[src/rtl/gmii_mon_pkg.sv]
// Shared types, line symbols and CRC-32 helpers for the passive GMII/MII frame monitor.
package gmii_mon_pkg;

  typedef enum logic [1:0] {StIdle, StPreamble, StData, StDrop} mon_state_e;

  localparam logic [7:0]  PRE_BYTE    = 8'h55;
  localparam logic [7:0]  SFD_BYTE    = 8'hD5;
  localparam logic [3:0]  PRE_NIB     = 4'h5;
  localparam logic [3:0]  SFD_NIB     = 4'hD;
  localparam logic [31:0] CRC_INIT    = 32'hFFFF_FFFF;
  localparam logic [31:0] CRC_RESIDUE = 32'hC704_DD7B;
  localparam logic [31:0] CRC_POLY    = 32'h04C1_1DB7;
  // Bit-reversed CRC_POLY, used by the LSB-first shift register.
  localparam logic [31:0] CRC_POLY_REFL = 32'hEDB8_8320;

  function automatic logic [31:0] crc32_byte(input logic [31:0] crc, input logic [7:0] data);
    logic [31:0] c;
    c = crc ^ {24'h0, data};
    for (int i = 0; i < 8; i++) begin
      c = c[0] ? ((c >> 1) ^ CRC_POLY_REFL) : (c >> 1);
    end
    return c;
  endfunction

  function automatic logic [31:0] bit_rev32(input logic [31:0] v);
    logic [31:0] r;
    for (int i = 0; i < 32; i++) begin
      r[i] = v[31 - i];
    end
    return r;
  endfunction

endpackage

[src/rtl/gmii_nibble_pack.sv]
// MII nibble-to-byte assembler: low nibble first, strobes a byte on every second nibble.
module gmii_nibble_pack (
  input  logic       clk_i,
  input  logic       rst_i,
  input  logic       clr_i,
  input  logic       vld_i,
  input  logic [3:0] nib_i,
  output logic       byte_vld_o,
  output logic [7:0] byte_o,
  output logic       pend_o
);

  logic       pend_q, pend_d;
  logic [3:0] low_q, low_d;

  always_comb begin
    pend_d = pend_q;
    low_d  = low_q;
    if (clr_i) begin
      pend_d = 1'b0;
    end else if (vld_i) begin
      pend_d = ~pend_q;
      if (!pend_q) low_d = nib_i;
    end
  end

  assign byte_vld_o = vld_i & pend_q & ~clr_i;
  assign byte_o     = {nib_i, low_q};
  assign pend_o     = pend_q;

  always_ff @(posedge clk_i or posedge rst_i) begin
    if (rst_i) begin
      pend_q <= 1'b0;
      low_q  <= 4'h0;
    end else begin
      pend_q <= pend_d;
      low_q  <= low_d;
    end
  end

endmodule

[src/rtl/gmii_frame_monitor.sv]
// Passive GMII (DW=8) / MII (DW=4) frame monitor emitting one status record per frame.
// Define MON_STATS_EN to add saturating good/bad frame and good-byte counters.
module gmii_frame_monitor
  import gmii_mon_pkg::*;
#(
  parameter int unsigned DW      = 8,
  parameter int unsigned MIN_LEN = 64,
  parameter int unsigned MAX_LEN = 1518,
  parameter int unsigned LEN_W   = 16
) (
  input  logic             clk,
  input  logic             rst,
  input  logic             mon_en,
  input  logic             mon_er,
  input  logic             mon_col,
  input  logic [DW-1:0]    mon_data,
  output logic             frame_done,
  output logic [LEN_W-1:0] frame_len,
  output logic             frame_ok,
  output logic             crc_err,
  output logic             runt_err,
  output logic             giant_err,
  output logic             code_err,
  output logic             col_err,
  output logic             pre_err,
  output logic             align_err
`ifdef MON_STATS_EN
  ,
  output logic [LEN_W-1:0] stat_ok,
  output logic [LEN_W-1:0] stat_bad,
  output logic [LEN_W-1:0] stat_bytes
`endif
);

  localparam logic [DW-1:0]    PreSym  = (DW == 4) ? DW'(PRE_NIB) : DW'(PRE_BYTE);
  localparam logic [DW-1:0]    SfdSym  = (DW == 4) ? DW'(SFD_NIB) : DW'(SFD_BYTE);
  localparam logic [LEN_W-1:0] MinLenL = LEN_W'(MIN_LEN);
  localparam logic [LEN_W-1:0] MaxLenL = LEN_W'(MAX_LEN);

  mon_state_e       state_q, state_d;
  logic             en_q;
  logic [31:0]      crc_q, crc_d;
  logic [LEN_W-1:0] len_q, len_d;
  logic             code_q, code_d, col_q, col_d, pre_q, pre_d;

  logic             rec_done_q, rec_done_d, rec_ok_q, rec_ok_d;
  logic [LEN_W-1:0] rec_len_q, rec_len_d;
  logic             rec_crc_q, rec_crc_d, rec_runt_q, rec_runt_d, rec_giant_q, rec_giant_d;
  logic             rec_code_q, rec_code_d, rec_col_q, rec_col_d;
  logic             rec_pre_q, rec_pre_d, rec_align_q, rec_align_d;

  logic             in_vld, byte_vld, half_pend, report;
  logic [7:0]       byte_data;

  assign in_vld = (state_q == StData) && mon_en;

  if (DW == 8) begin : g_byte
    assign byte_vld  = in_vld;
    assign byte_data = mon_data;
    assign half_pend = 1'b0;
  end else if (DW == 4) begin : g_nib
    logic pack_clr;
    assign pack_clr = (state_q != StData);
    gmii_nibble_pack u_pack (
      .clk_i      (clk),
      .rst_i      (rst),
      .clr_i      (pack_clr),
      .vld_i      (in_vld),
      .nib_i      (mon_data),
      .byte_vld_o (byte_vld),
      .byte_o     (byte_data),
      .pend_o     (half_pend)
    );
  end else begin : g_bad
    $error("gmii_frame_monitor: DW must be 4 or 8");
    assign byte_vld  = 1'b0;
    assign byte_data = 8'h00;
    assign half_pend = 1'b0;
  end

  always_comb begin
    state_d     = state_q;
    crc_d       = crc_q;
    len_d       = len_q;
    code_d      = code_q;
    col_d       = col_q;
    pre_d       = pre_q;
    report      = 1'b0;
    rec_done_d  = 1'b0;
    rec_len_d   = rec_len_q;
    rec_ok_d    = rec_ok_q;
    rec_crc_d   = rec_crc_q;
    rec_runt_d  = rec_runt_q;
    rec_giant_d = rec_giant_q;
    rec_code_d  = rec_code_q;
    rec_col_d   = rec_col_q;
    rec_pre_d   = rec_pre_q;
    rec_align_d = rec_align_q;

    if (state_q != StIdle) begin
      if (mon_en && mon_er) code_d = 1'b1;
      if (mon_col) col_d = 1'b1;
    end

    case (state_q)
      StIdle: begin
        if (mon_en && !en_q) begin
          if (mon_data == PreSym) begin
            state_d = StPreamble;
          end else if (mon_data == SfdSym) begin
            state_d = StData;
          end else begin
            state_d = StDrop;
            pre_d   = 1'b1;
          end
        end
      end
      StPreamble: begin
        if (!mon_en) begin
          report = 1'b1;
          pre_d  = 1'b1;
        end else if (mon_data == SfdSym) begin
          state_d = StData;
        end else if (mon_data != PreSym) begin
          state_d = StDrop;
          pre_d   = 1'b1;
        end
      end
      StData: begin
        if (!mon_en) begin
          report = 1'b1;
        end else if (byte_vld) begin
          crc_d = crc32_byte(crc_q, byte_data);
          if (len_q != '1) len_d = len_q + 1'b1;
        end
      end
      StDrop: begin
        if (!mon_en) report = 1'b1;
      end
      default: state_d = StIdle;
    endcase

    if (report) begin
      rec_done_d  = 1'b1;
      rec_len_d   = len_q;
      // The reflected register holds the residue in bit-reversed order.
      rec_crc_d   = (state_q == StData) && (bit_rev32(crc_q) != CRC_RESIDUE);
      rec_align_d = (state_q == StData) && half_pend;
      rec_runt_d  = len_q < MinLenL;
      rec_giant_d = len_q > MaxLenL;
      rec_code_d  = code_d;
      rec_col_d   = col_d;
      rec_pre_d   = pre_d;
      rec_ok_d    = !(rec_crc_d || rec_align_d || rec_runt_d || rec_giant_d ||
                      rec_code_d || rec_col_d || rec_pre_d);
      state_d     = StIdle;
      crc_d       = CRC_INIT;
      len_d       = '0;
      code_d      = 1'b0;
      col_d       = 1'b0;
      pre_d       = 1'b0;
    end
  end

  // en_q resets high so a frame already in flight at reset release is ignored.
  always_ff @(posedge clk or posedge rst) begin
    if (rst) begin
      state_q     <= StIdle;
      en_q        <= 1'b1;
      crc_q       <= CRC_INIT;
      len_q       <= '0;
      code_q      <= 1'b0;
      col_q       <= 1'b0;
      pre_q       <= 1'b0;
      rec_done_q  <= 1'b0;
      rec_len_q   <= '0;
      rec_ok_q    <= 1'b0;
      rec_crc_q   <= 1'b0;
      rec_runt_q  <= 1'b0;
      rec_giant_q <= 1'b0;
      rec_code_q  <= 1'b0;
      rec_col_q   <= 1'b0;
      rec_pre_q   <= 1'b0;
      rec_align_q <= 1'b0;
    end else begin
      state_q     <= state_d;
      en_q        <= mon_en;
      crc_q       <= crc_d;
      len_q       <= len_d;
      code_q      <= code_d;
      col_q       <= col_d;
      pre_q       <= pre_d;
      rec_done_q  <= rec_done_d;
      rec_len_q   <= rec_len_d;
      rec_ok_q    <= rec_ok_d;
      rec_crc_q   <= rec_crc_d;
      rec_runt_q  <= rec_runt_d;
      rec_giant_q <= rec_giant_d;
      rec_code_q  <= rec_code_d;
      rec_col_q   <= rec_col_d;
      rec_pre_q   <= rec_pre_d;
      rec_align_q <= rec_align_d;
    end
  end

  assign frame_done = rec_done_q;
  assign frame_len  = rec_len_q;
  assign frame_ok   = rec_ok_q;
  assign crc_err    = rec_crc_q;
  assign runt_err   = rec_runt_q;
  assign giant_err  = rec_giant_q;
  assign code_err   = rec_code_q;
  assign col_err    = rec_col_q;
  assign pre_err    = rec_pre_q;
  assign align_err  = rec_align_q;

`ifdef MON_STATS_EN
  logic [LEN_W-1:0] stat_ok_q, stat_ok_d, stat_bad_q, stat_bad_d, stat_bytes_q, stat_bytes_d;
  logic [LEN_W:0]   bytes_sum;

  always_comb begin
    stat_ok_d    = stat_ok_q;
    stat_bad_d   = stat_bad_q;
    stat_bytes_d = stat_bytes_q;
    bytes_sum    = {1'b0, stat_bytes_q} + {1'b0, rec_len_q};
    if (rec_done_q) begin
      if (rec_ok_q) begin
        if (stat_ok_q != '1) stat_ok_d = stat_ok_q + 1'b1;
        stat_bytes_d = bytes_sum[LEN_W] ? '1 : bytes_sum[LEN_W-1:0];
      end else if (stat_bad_q != '1) begin
        stat_bad_d = stat_bad_q + 1'b1;
      end
    end
  end

  always_ff @(posedge clk or posedge rst) begin
    if (rst) begin
      stat_ok_q    <= '0;
      stat_bad_q   <= '0;
      stat_bytes_q <= '0;
    end else begin
      stat_ok_q    <= stat_ok_d;
      stat_bad_q   <= stat_bad_d;
      stat_bytes_q <= stat_bytes_d;
    end
  end

  assign stat_ok    = stat_ok_q;
  assign stat_bad   = stat_bad_q;
  assign stat_bytes = stat_bytes_q;
`endif

endmodule
[config.mk]
export PLATFORM = sky130hd
export DESIGN_NAME = gmii_frame_monitor
export DESIGN_NICKNAME = d
export VERILOG_FILES = /design/src/rtl/gmii_mon_pkg.sv /design/src/rtl/gmii_nibble_pack.sv /design/src/rtl/gmii_frame_monitor.sv
export SDC_FILE = /design/constraint.sdc
export NUM_CORES = 1
export LEC_CHECK = 0
export ABC_CLOCK_PERIOD_IN_PS = 2200
export BUFFER_PORTS_ARGS = -buffer_cell sky130_fd_sc_hd__buf_2
export CORE_MARGIN = 8
export CORE_UTILIZATION = 25
export CTS_BUF_LIST = sky130_fd_sc_hd__clkbuf_4
export DETAILED_ROUTE_END_ITERATION = 10
export PLACE_DENSITY = 0.45
export SYNTH_ARGS = -nofsm -noshare
export SYNTH_HDL_FRONTEND = slang
export SYNTH_HIERARCHICAL = 1
export SYNTH_SLANG_ARGS = --single-unit
[constraint.sdc]
create_clock -name clk -period 2.2 [get_ports clk]
set_input_delay 0.44 -clock clk [delete_from_list [all_inputs] [get_ports clk]]
set_output_delay 0.44 -clock clk [all_outputs]
set_load 0.005 [all_outputs]
==> results of run 1 <==
[state kept, by name, summed over array words and instances, names as in the netlist]
signal,cells
code_q,1
frame_len,16
crc_q,32
giant_err,1
pre_err,1
en_q,1
state_q,2
code_err,1
crc_err,1
col_q,1
len_q,16
runt_err,1
pre_q,1
frame_done,1
col_err,1
frame_ok,1
[final cells by class]
| cell class | count | area share |
|---|---|---|
| Clock buffer | 9 | 0.01395 |
| Clock inverter | 7 | 0.02145 |
| Inverter | 6 | 0.005426 |
| Multi-Input combinational cell | 297 | 0.4132 |
| Sequential cell | 78 | 0.4116 |
| Tap cell | 216 | 0.05581 |
| Timing Repair Buffer | 59 | 0.07855 |
[power by group through the flow]
stage	Combinational (mW)	Sequential, mW	Clock [mW]
6_report	2.88	2.10	1.04
5_1_grt	3.13	2.13	1.16
4_1_cts	2.91	2.10	1.10
3_5_place_dp	2.89	2.13	0
3_3_place_gp	2.90	2.13	0
2_1_floorplan	2.25	2.04	0
[critical path: cells and delay by family, from the launching register on]
family	cells	cell delay, ps
AO/OA/AOI/OAI	1	150
XOR/XNOR	4	1220
flip-flops	1	610
[per-layer routing]
layer / part of all wire / wire (um) / GRT usage
met5: 0 / 0 / 0
met1: 0.48 / 4779 / 0.1346
met3: 0.049 / 489 / 0.03119
met2: 0.46 / 4597 / 0.1660
met4: 0.016 / 159 / 0.03763
[cells in the final DEF (no fill, tap or decap), types with 5 or more instances in the layout]
cell,n
o22a_1,13
dfstp_2,33
a21oi_1,26
xnor2_1,56
xnor3_1,5
buf_4,20
xor2_1,10
nand4_1,5
nor2_1,39
clkbuf_4,9
o21ai_0,8
nand2_1,66
buf_2,36
dfrtp_1,45
nand3_1,8
a211oi_1,7
nor4_1,10
[stage by stage]
stage,worst slack (ps),hold slack (ps),utilization
floorplan,233.6,444.5,-
detailed placement,51.17,459.7,0.2919
finish,136.3,139.8,0.3037
CTS,28.17,81.66,0.3032
global route,9.190,85.76,0.3037
global placement,82.89,455.1,0.2919
[what timing repair did]
item / 4_1_cts / 5_1_grt
hold endpoints to repair: 3 / 0
hold buffers: 1 / 0
gates resized for setup: 0 / 1
endpoints found under the setup margin: 0 / 2
[worst paths after layout]
kind,slack (ps),start,endpoint,cells after the start
min in group asynchronous,590,rst,crc_err$_DFFE_PP0P_,3
max reg2reg,140,crc_q[1]$_DFFE_PP1P_,crc_q[20]$_DFFE_PP1P_,5
min,140,mon_en,en_q$_DFF_PP1_,1
min reg2reg,490,frame_len[13]$_DFFE_PP0P_,frame_len[13]$_DFFE_PP0P_,2
max,140,crc_q[1]$_DFFE_PP1P_,crc_q[20]$_DFFE_PP1P_,5
max in group asynchronous,900,rst,crc_q[26]$_DFFE_PP1P_,4
[cells by family (layout without fill, tap and decap cells)]
| group | Yosys count | in the layout | synth area share |
|---|---|---|---|
| simple gates | 154 | 154 | 0.1765 |
| xor+xnor | 80 | 80 | 0.2115 |
| flops | 78 | 78 | 0.4882 |
| compound gates | 61 | 61 | 0.09623 |
| buf+inv | 24 | 81 | 0.02360 |
| fa+ha+maj | 1 | 1 | 0.003064 |
| other cells | 1 | 1 | 0.0009185 |
==> metrics.cfg, run 1 <==
[power_and_ir_drop]
powerDensity_nw_per_um2 = 1244
pwr-share-clk = 0.173
p_switching_mw = 2.177
ir_drop_mv = 0.5989
p_comb_frac = 0.478
swShare = 0.3615
p_leak_nw = 2.065
sequentialPowerShare = 0.348
power.total_mw = 6.021
internal-power_mw = 3.845

[timing]
rsz0062_at_grt = false
finalSetupViolCount = 0
max-slew-margin-rel = 0.6046
tightest_slew_ps = 588.9
clock.fmax_mhz = 484.6
tns_ps = 0
period_share = 0.9381
slew_viol_final = 0
hold_violations = 0
min_period_ps = 2064
skew_ps = 24.94

[drt]
finalWirelength_um = 10030
viasPerCell = 4.353
drc = 0
wl_per_cell_um = 14.92
drt_iter0_drc = 158
via_count = 2925
ant_nets = 0
dr.pass1.iters = 4

[cells_and_area]
post-route-cell-area_um2 = 4842
multi_input_area_um2 = 2001
layout.nets = 465
n_antenna_cell = 0
regArea_um2 = 1993
drive_gt1_frac = 0.2610
area_delta_synth_final_pct = 18.60
fin_cells = 672
fillers = 1710

[grt]
gr-usage-all-layers = 0.1055
antenna_found_initial = 0
grt_pass1_vias = 3100
grt_max_degree = 39
grt-ovfl-total = 0
grt_pass1_wl_um = 16570

[yosys]
synth-seq-cells = 78
synth_edf_count = 0
syn-num-nets = 413
synth-main-ff-cell = dfrtp_1
synthTopCellsByCount = nand2_1, xnor2_1, dfrtp_1, nor2_1, dfstp_2
yosys_warnings = 6
ys_seq_area_frac = 0.4882
synthTopCellsByArea = dfrtp_1, dfstp_2, xnor2_1
netlist_instances = 399
post-synth-top-count-cell = nand2_1
netlist.area_leader.share = 0.2758
syn_area_um2 = 4083
synth_cell_types = 47
async_reset_ff_frac = 1.000
synth.largest_area_cell = dfrtp_1
avgSynthCellArea_um2 = 10.23

[worst_setup_path]
crit_path_end_kind = register
path_class = reg2reg
worstPathRequired_ps = 2580
crit_chain = xor2_2 -> xnor3_1 -> xnor2_2 -> xnor3_1 -> a21oi_1
cpPeakStageDelay_ps = 610
worstPathArrival_ps = 2450
path_max_fanout = 4
crit_top_cell = xnor3_1
cp-start-kind = register
critPathSlowestCell = dfstp_2

[clock_tree]
cts_tree = yes
cts_num_sinks = 78
htree_levels = 3
path_clk_slew_ps = 150
clock-root-buffer = clkbuf_4
post_cts_buffers = 0
clk_latency_ps = 460
clk_path_buf_depth = 2
numCtsBuffers = 9

[die]
row_count = 46
dieArea_um2 = 20680
pin_count = 38
core-area_um2 = 15940
floorplan.initialDensity = 0.2561
die_h_um = 143.8
fp.dieW_um = 143.8

[placement]
placed_cell_area_um2 = 4653
placedCellCount = 655
globalplace.congestion = 0.8046
portBuffers = 36
hpwl_um = 7436

[status]
status = complete, no violations

[flow_run]
cap_viol_max_count = 0

[min_path]
min_path_type = in2reg

(Power assumes the default switching activity.)
==> run 2, diff against run 1 <==
--- a/config.mk
+++ b/config.mk
@@ -13,2 +13,3 @@
 export DETAILED_ROUTE_END_ITERATION = 10
+export MAX_ROUTING_LAYER = met4
 export PLACE_DENSITY = 0.45
==> constraint.sdc (replaced) <==
create_clock -name clk -period 2.2 [get_ports clk]
set_input_delay 0.22 -clock clk [delete_from_list [all_inputs] [get_ports clk]]
set_output_delay 0.22 -clock clk [all_outputs]
set_load 0.005 [all_outputs]
==> metrics.cfg, run 2 (same netlist as run 1, synthesis figures left out) <==
[status]
status = complete, no violations

[clock_tree]
numCtsBuffers = 9  ; unchanged
post_cts_buffers = 0  ; unchanged
clock-root-buffer = clkbuf_4
cts_tree = yes
clk_path_buf_depth = 2  ; unchanged
clk_latency_ps = 440  ; -20 ps
htree_levels = 3  ; unchanged
path_clk_slew_ps = 140  ; about the same
cts_num_sinks = 78  ; unchanged

[timing]
tightest_slew_ps = 744.3  ; +155.5 ps
rsz0062_at_grt = false
hold_violations = 0  ; unchanged
max-slew-margin-rel = 0.5038  ; -0.1008
period_share = 0.9565  ; +0.01840
finalSetupViolCount = 0  ; unchanged
clock.fmax_mhz = 475.2  ; -1.9%
tns_ps = 0  ; unchanged
skew_ps = 20.08  ; -4.857 ps
slew_viol_final = 0  ; unchanged
min_period_ps = 2104  ; +40.48 ps

[power_and_ir_drop]
p_leak_nw = 2.036  ; -1.4%
ir_drop_mv = 0.4185  ; -30%
powerDensity_nw_per_um2 = 1190  ; -4.3%

[drt]
drt_iter0_drc = 200  ; +27%
drc = 0  ; unchanged
finalWirelength_um = 9902  ; -1.2%
wl_per_cell_um = 14.74  ; -1.2%
via_count = 2976  ; +1.7%
ant_nets = 0  ; unchanged
dr.pass1.iters = 4  ; unchanged
viasPerCell = 4.429  ; +1.7%

[placement]
portBuffers = 36  ; unchanged
globalplace.congestion = 0.8183  ; +1.7%
placedCellCount = 651  ; -0.61%
hpwl_um = 7258  ; -2.4%

[cells_and_area]
n_antenna_cell = 0  ; unchanged
fin_cells = 672  ; unchanged
layout_common_cells = nand2_1, xnor2_1, dfrtp_1
top_register = crc_q
final_common_cell = nand2_1
drive_gt1_frac = 0.2478  ; -0.01316
area_delta_synth_final_pct = 16.89
layout.nets = 465  ; unchanged
largest_reg_flops = 32  ; unchanged

[grt]
grt_pass1_vias = 3075  ; -0.81%
antenna_found_initial = 0  ; unchanged
grt-ovfl-total = 0  ; unchanged
grt_max_degree = 42  ; +7.7%
grt_pass1_wl_um = 16520  ; -0.33%
gr-usage-all-layers = 0.1068  ; +0.001213

[die]
die_h_um = 143.8  ; unchanged
fp.dieW_um = 143.8  ; unchanged
dieArea_um2 = 20680  ; unchanged
row_count = 46  ; unchanged
core-area_um2 = 15940  ; unchanged
floorplan.initialDensity = 0.2561  ; unchanged
pin_count = 38  ; unchanged

[worst_setup_path]
cp-start-kind = register
cp.buffers_inverters = 0  ; unchanged
worstPathArrival_ps = 2490  ; +40 ps
crit_chain = xor2_1 -> xnor3_2 -> xnor2_2 -> xnor3_1 -> a21oi_1
crit_path_end_kind = register
path_class = reg2reg
cpPeakStageDelay_ps = 600  ; about the same
critPathSlowestCell = dfstp_2
path_max_fanout = 4  ; unchanged
path_delay_family = XOR/XNOR gates
worstPathRequired_ps = 2580  ; about the same

[flow_run]
cap_viol_max_count = 0  ; unchanged

[min_path]
min_path_type = in2reg

[run 2: final cells by class]
class | count | area (um^2)
sequential | 78 | 1993
timing repair buffer | 59 | 377.9
fill | 1689 | 11170
clock buffer | 10 | 75.07
inverter | 6 | 23.77
multi-input combinational | 297 | 1994
tap | 216 | 270.3
clock inverter | 6 | 37.54
[run 2: power by group]
part	total, mW	switching, mW	internal, mW	leakage (nW)
logic	2.82	1.34	1.48	1.02
registers	2.09	0.254	1.83	0.955
clock network	0.770	0.528	0.242	0.0618
total	5.68	2.12	3.56	2.04
[run 2: metrics by stage]
| stage | instance area, um^2 | worst slack [ps] | hold slack (ps) | total power, mW | util |
|---|---|---|---|---|---|
| after floorplan | 4083 | 39.58 | 224.5 | 4.289 | - |
| after global placement | 4608 | 159.8 | 379.1 | 4.972 | 0.2890 |
| after detailed placement | 4608 | 143.9 | 379.8 | 4.939 | 0.2890 |
| after CTS | 4771 | 114.1 | 274.3 | 5.763 | 0.2992 |
| after global routing | 4772 | 9.832 | 350.3 | 6.058 | 0.2993 |
| final | 4772 | 95.80 | 326.1 | 5.680 | 0.2993 |
[run 2: worst paths after layout]
kind / from / end / slack (ps) / depth (start not counted)
setup / recovery: crc_q[1]$_DFFE_PP1P_ / crc_q[23]$_DFFE_PP1P_ / 100 / 5
hold reg to reg: frame_len[9]$_DFFE_PP0P_ / frame_len[9]$_DFFE_PP0P_ / 480 / 2
min in group asynchronous: rst / state_q[1]$_DFFE_PP0P_ / 420 / 3
max in group asynchronous: rst / frame_len[1]$_DFFE_PP0P_ / 1150 / 4
hold / removal: mon_data[1] / state_q[0]$_DFFE_PP0P_ / 330 / 4
setup reg to reg: crc_q[1]$_DFFE_PP1P_ / crc_q[23]$_DFFE_PP1P_ / 100 / 5
[run 2: worst register-to-register path: stages, from the launching register on]
cell and delay (ps):
dfstp_2 600, xor2_1 280, xnor3_2 520, xnor2_2 230
xnor3_1 260, a21oi_1 150
[run 2: timing repair]
item | 4_1_cts | 5_1_grt
gates resized for setup | 0 | 1
hold buffers | 5 | 0
endpoints found under the setup margin | 0 | 1
endpoints found under the hold margin | 10 | 0
[run 2: layer usage]
layer / GRT usage / share of wire / vias up
li1: - / - / 1467
met1: 0.1335 / 0.48 / 1443
met2: 0.1650 / 0.45 / 56
met3: 0.02721 / 0.048 / 10
met4: 0.03652 / 0.014 / 0
met5: - / 0 / -
==> run 3, diff against run 2 <==
Settings changed: CELL_PAD_IN_SITES_DETAIL_PLACEMENT set to 2, CELL_PAD_IN_SITES_GLOBAL_PLACEMENT set to 2, PLACE_DENSITY 0.45 to 0.61.
==> metrics.cfg, run 3 (same netlist as run 1, synthesis figures left out) <==
[timing]
rsz0062_at_grt = false
tightest_slew_ps = 601.8  ; -142.5 ps
clock.fmax_mhz = 489.4  ; +3.0%
min_period_ps = 2043  ; -61.02 ps
slew_viol_final = 0  ; unchanged
hold_violations = 0  ; unchanged
period_share = 0.9287  ; -0.02774
whs_ps = 266.8  ; -59.22 ps
tns_ps = 0  ; unchanged
max-slew-margin-rel = 0.5959  ; +0.09214
skew_ps = 8.008  ; -12.07 ps
fin_ws_ps = 156.8  ; +61.02 ps
finalSetupViolCount = 0  ; unchanged

[worst_setup_path]
worstPathArrival_ps = 2420  ; -70 ps
crit_path_end_kind = register
cp-start-kind = register
worstPathRequired_ps = 2570  ; about the same
crit_chain = xor2_2 -> xnor3_1 -> xnor2_2 -> xnor3_1 -> a21oi_1
critPathSlowestCell = dfstp_2
crit_top_cell = xnor3_1
cpPeakStageDelay_ps = 600  ; about the same
path_class = reg2reg
path_max_fanout = 4  ; unchanged

[placement]
hpwl_um = 8954  ; +23%
globalplace.congestion = 0.7544  ; -7.8%
dp_slack_ps = 71.03  ; -72.89 ps
placedCellCount = 654  ; +0.46%
portBuffers = 36  ; unchanged

[die]
floorplan.initialDensity = 0.2561  ; unchanged
fp.dieW_um = 143.8  ; unchanged
row_count = 46  ; unchanged
core-area_um2 = 15940  ; unchanged
dieArea_um2 = 20680  ; unchanged
die_h_um = 143.8  ; unchanged
pin_count = 38  ; unchanged

[grt]
antenna_found_initial = 0  ; unchanged
grt_pass1_wl_um = 19050  ; +15%
grt_pass1_vias = 3428  ; +11%
grt-ovfl-total = 0  ; unchanged
grt_max_degree = 34  ; -19%
gr-usage-all-layers = 0.1252  ; +0.01843

[power_and_ir_drop]
powerDensity_nw_per_um2 = 1238  ; +4.0%
p_leak_nw = 2.073  ; +1.8%
ir_drop_mv = 0.4302  ; +2.8%

[drt]
drc = 0  ; unchanged
dr.pass1.iters = 4  ; unchanged
viasPerCell = 4.556  ; +2.9%
finalWirelength_um = 11730  ; +18%
ant_nets = 0  ; unchanged
wl_per_cell_um = 17.37  ; +18%
via_count = 3075  ; +3.3%
drt_iter0_drc = 77  ; -62%

[flow_run]
cap_viol_max_count = 0  ; unchanged

[clock_tree]
cts_num_sinks = 78  ; unchanged
clock-root-buffer = clkbuf_4
path_clk_slew_ps = 120  ; -20 ps
clk_latency_ps = 440  ; about the same
post_cts_buffers = 0  ; unchanged
numCtsBuffers = 9  ; unchanged
clk_path_buf_depth = 2  ; unchanged
cts_tree = yes
htree_levels = 3  ; unchanged

[min_path]
min_path_type = in2async

[cells_and_area]
final_common_cell = nand2_1
n_antenna_cell = 0  ; unchanged
drive_gt1_frac = 0.2571  ; +0.009274
regArea_um2 = 1993  ; unchanged
layout_common_cells = nand2_1, xnor2_1, dfrtp_1
top_register = crc_q
largest_reg_flops = 32  ; unchanged
fillers = 1781  ; +5.4%
layout.nets = 468  ; +0.65%
finish.utilization = 0.3035  ; +0.004160
multi_input_area_um2 = 2001  ; +0.31%
area_delta_synth_final_pct = 18.51
fin_cells = 675  ; +0.45%

[status]
status = complete, no violations

==> run 3: per-layer routing <==
layer | vias up | global-route usage | share of wire
met5 | - | - | 0
met4 | 0 | 0.05313 | 0.020
met3 | 17 | 0.02488 | 0.034
met2 | 40 | 0.1955 | 0.48
met1 | 1558 | 0.1556 | 0.47
li1 | 1460 | - | -
==> run 3: area by class of cell <==
| cell class | instances | area share |
|---|---|---|
| Multi-Input combinational cell | 297 | 0.4135 |
| Sequential cell | 78 | 0.4119 |
| Timing Repair Buffer | 62 | 0.08534 |
| Tap cell | 216 | 0.05586 |
| Clock buffer | 12 | 0.01862 |
| Clock inverter | 4 | 0.009827 |
| Inverter | 6 | 0.004913 |
==> run 3: power breakdown <==
group	leakage [nW]	switching (mW)	internal [mW]	total [mW]
logic	1.04	1.46	1.54	3.00
registers	0.955	0.272	1.83	2.11
clock network	0.0773	0.509	0.382	0.890
total	2.07	2.24	3.75	5.99
==> run 3: final timing paths <==
| path | slack, ps | startpoint | endpoint | depth (start not counted) |
|---|---|---|---|---|
| setup / recovery | 160 | crc_q[1]$_DFFE_PP1P_ | crc_q[23]$_DFFE_PP1P_ | 5 |
| hold / removal | 270 | rst | col_q$_DFF_PP0_ | 3 |
| setup reg to reg | 160 | crc_q[1]$_DFFE_PP1P_ | crc_q[23]$_DFFE_PP1P_ | 5 |
| hold reg to reg | 480 | frame_len[12]$_DFFE_PP0P_ | frame_len[12]$_DFFE_PP0P_ | 2 |
| max in group asynchronous | 1320 | rst | crc_q[1]$_DFFE_PP1P_ | 4 |
| min in group clk | 350 | mon_data[0] | crc_q[24]$_DFFE_PP1P_ | 4 |
==> run 3: stage by stage <==
stage	area, um^2	total power, mW
after global routing	4838	6.424
after CTS	4831	6.113
final	4838	5.991
after detailed placement	4643	5.171
after floorplan	4083	4.289
after global placement	4643	5.107
==> run 3: timing repair <==
action,4_1_cts,5_1_grt
endpoints found under the hold margin,42,0
endpoints found under the setup margin,0,2
hold buffers,5,0
gates resized for setup,0,1
==> run 3: critical path: cells and delay by family (launching register included) <==
| kind | cells | cell delay, ps |
|---|---|---|
| XOR/XNOR | 4 | 1220 |
| flip-flops | 1 | 600 |
| AO/OA/AOI/OAI | 1 | 160 |
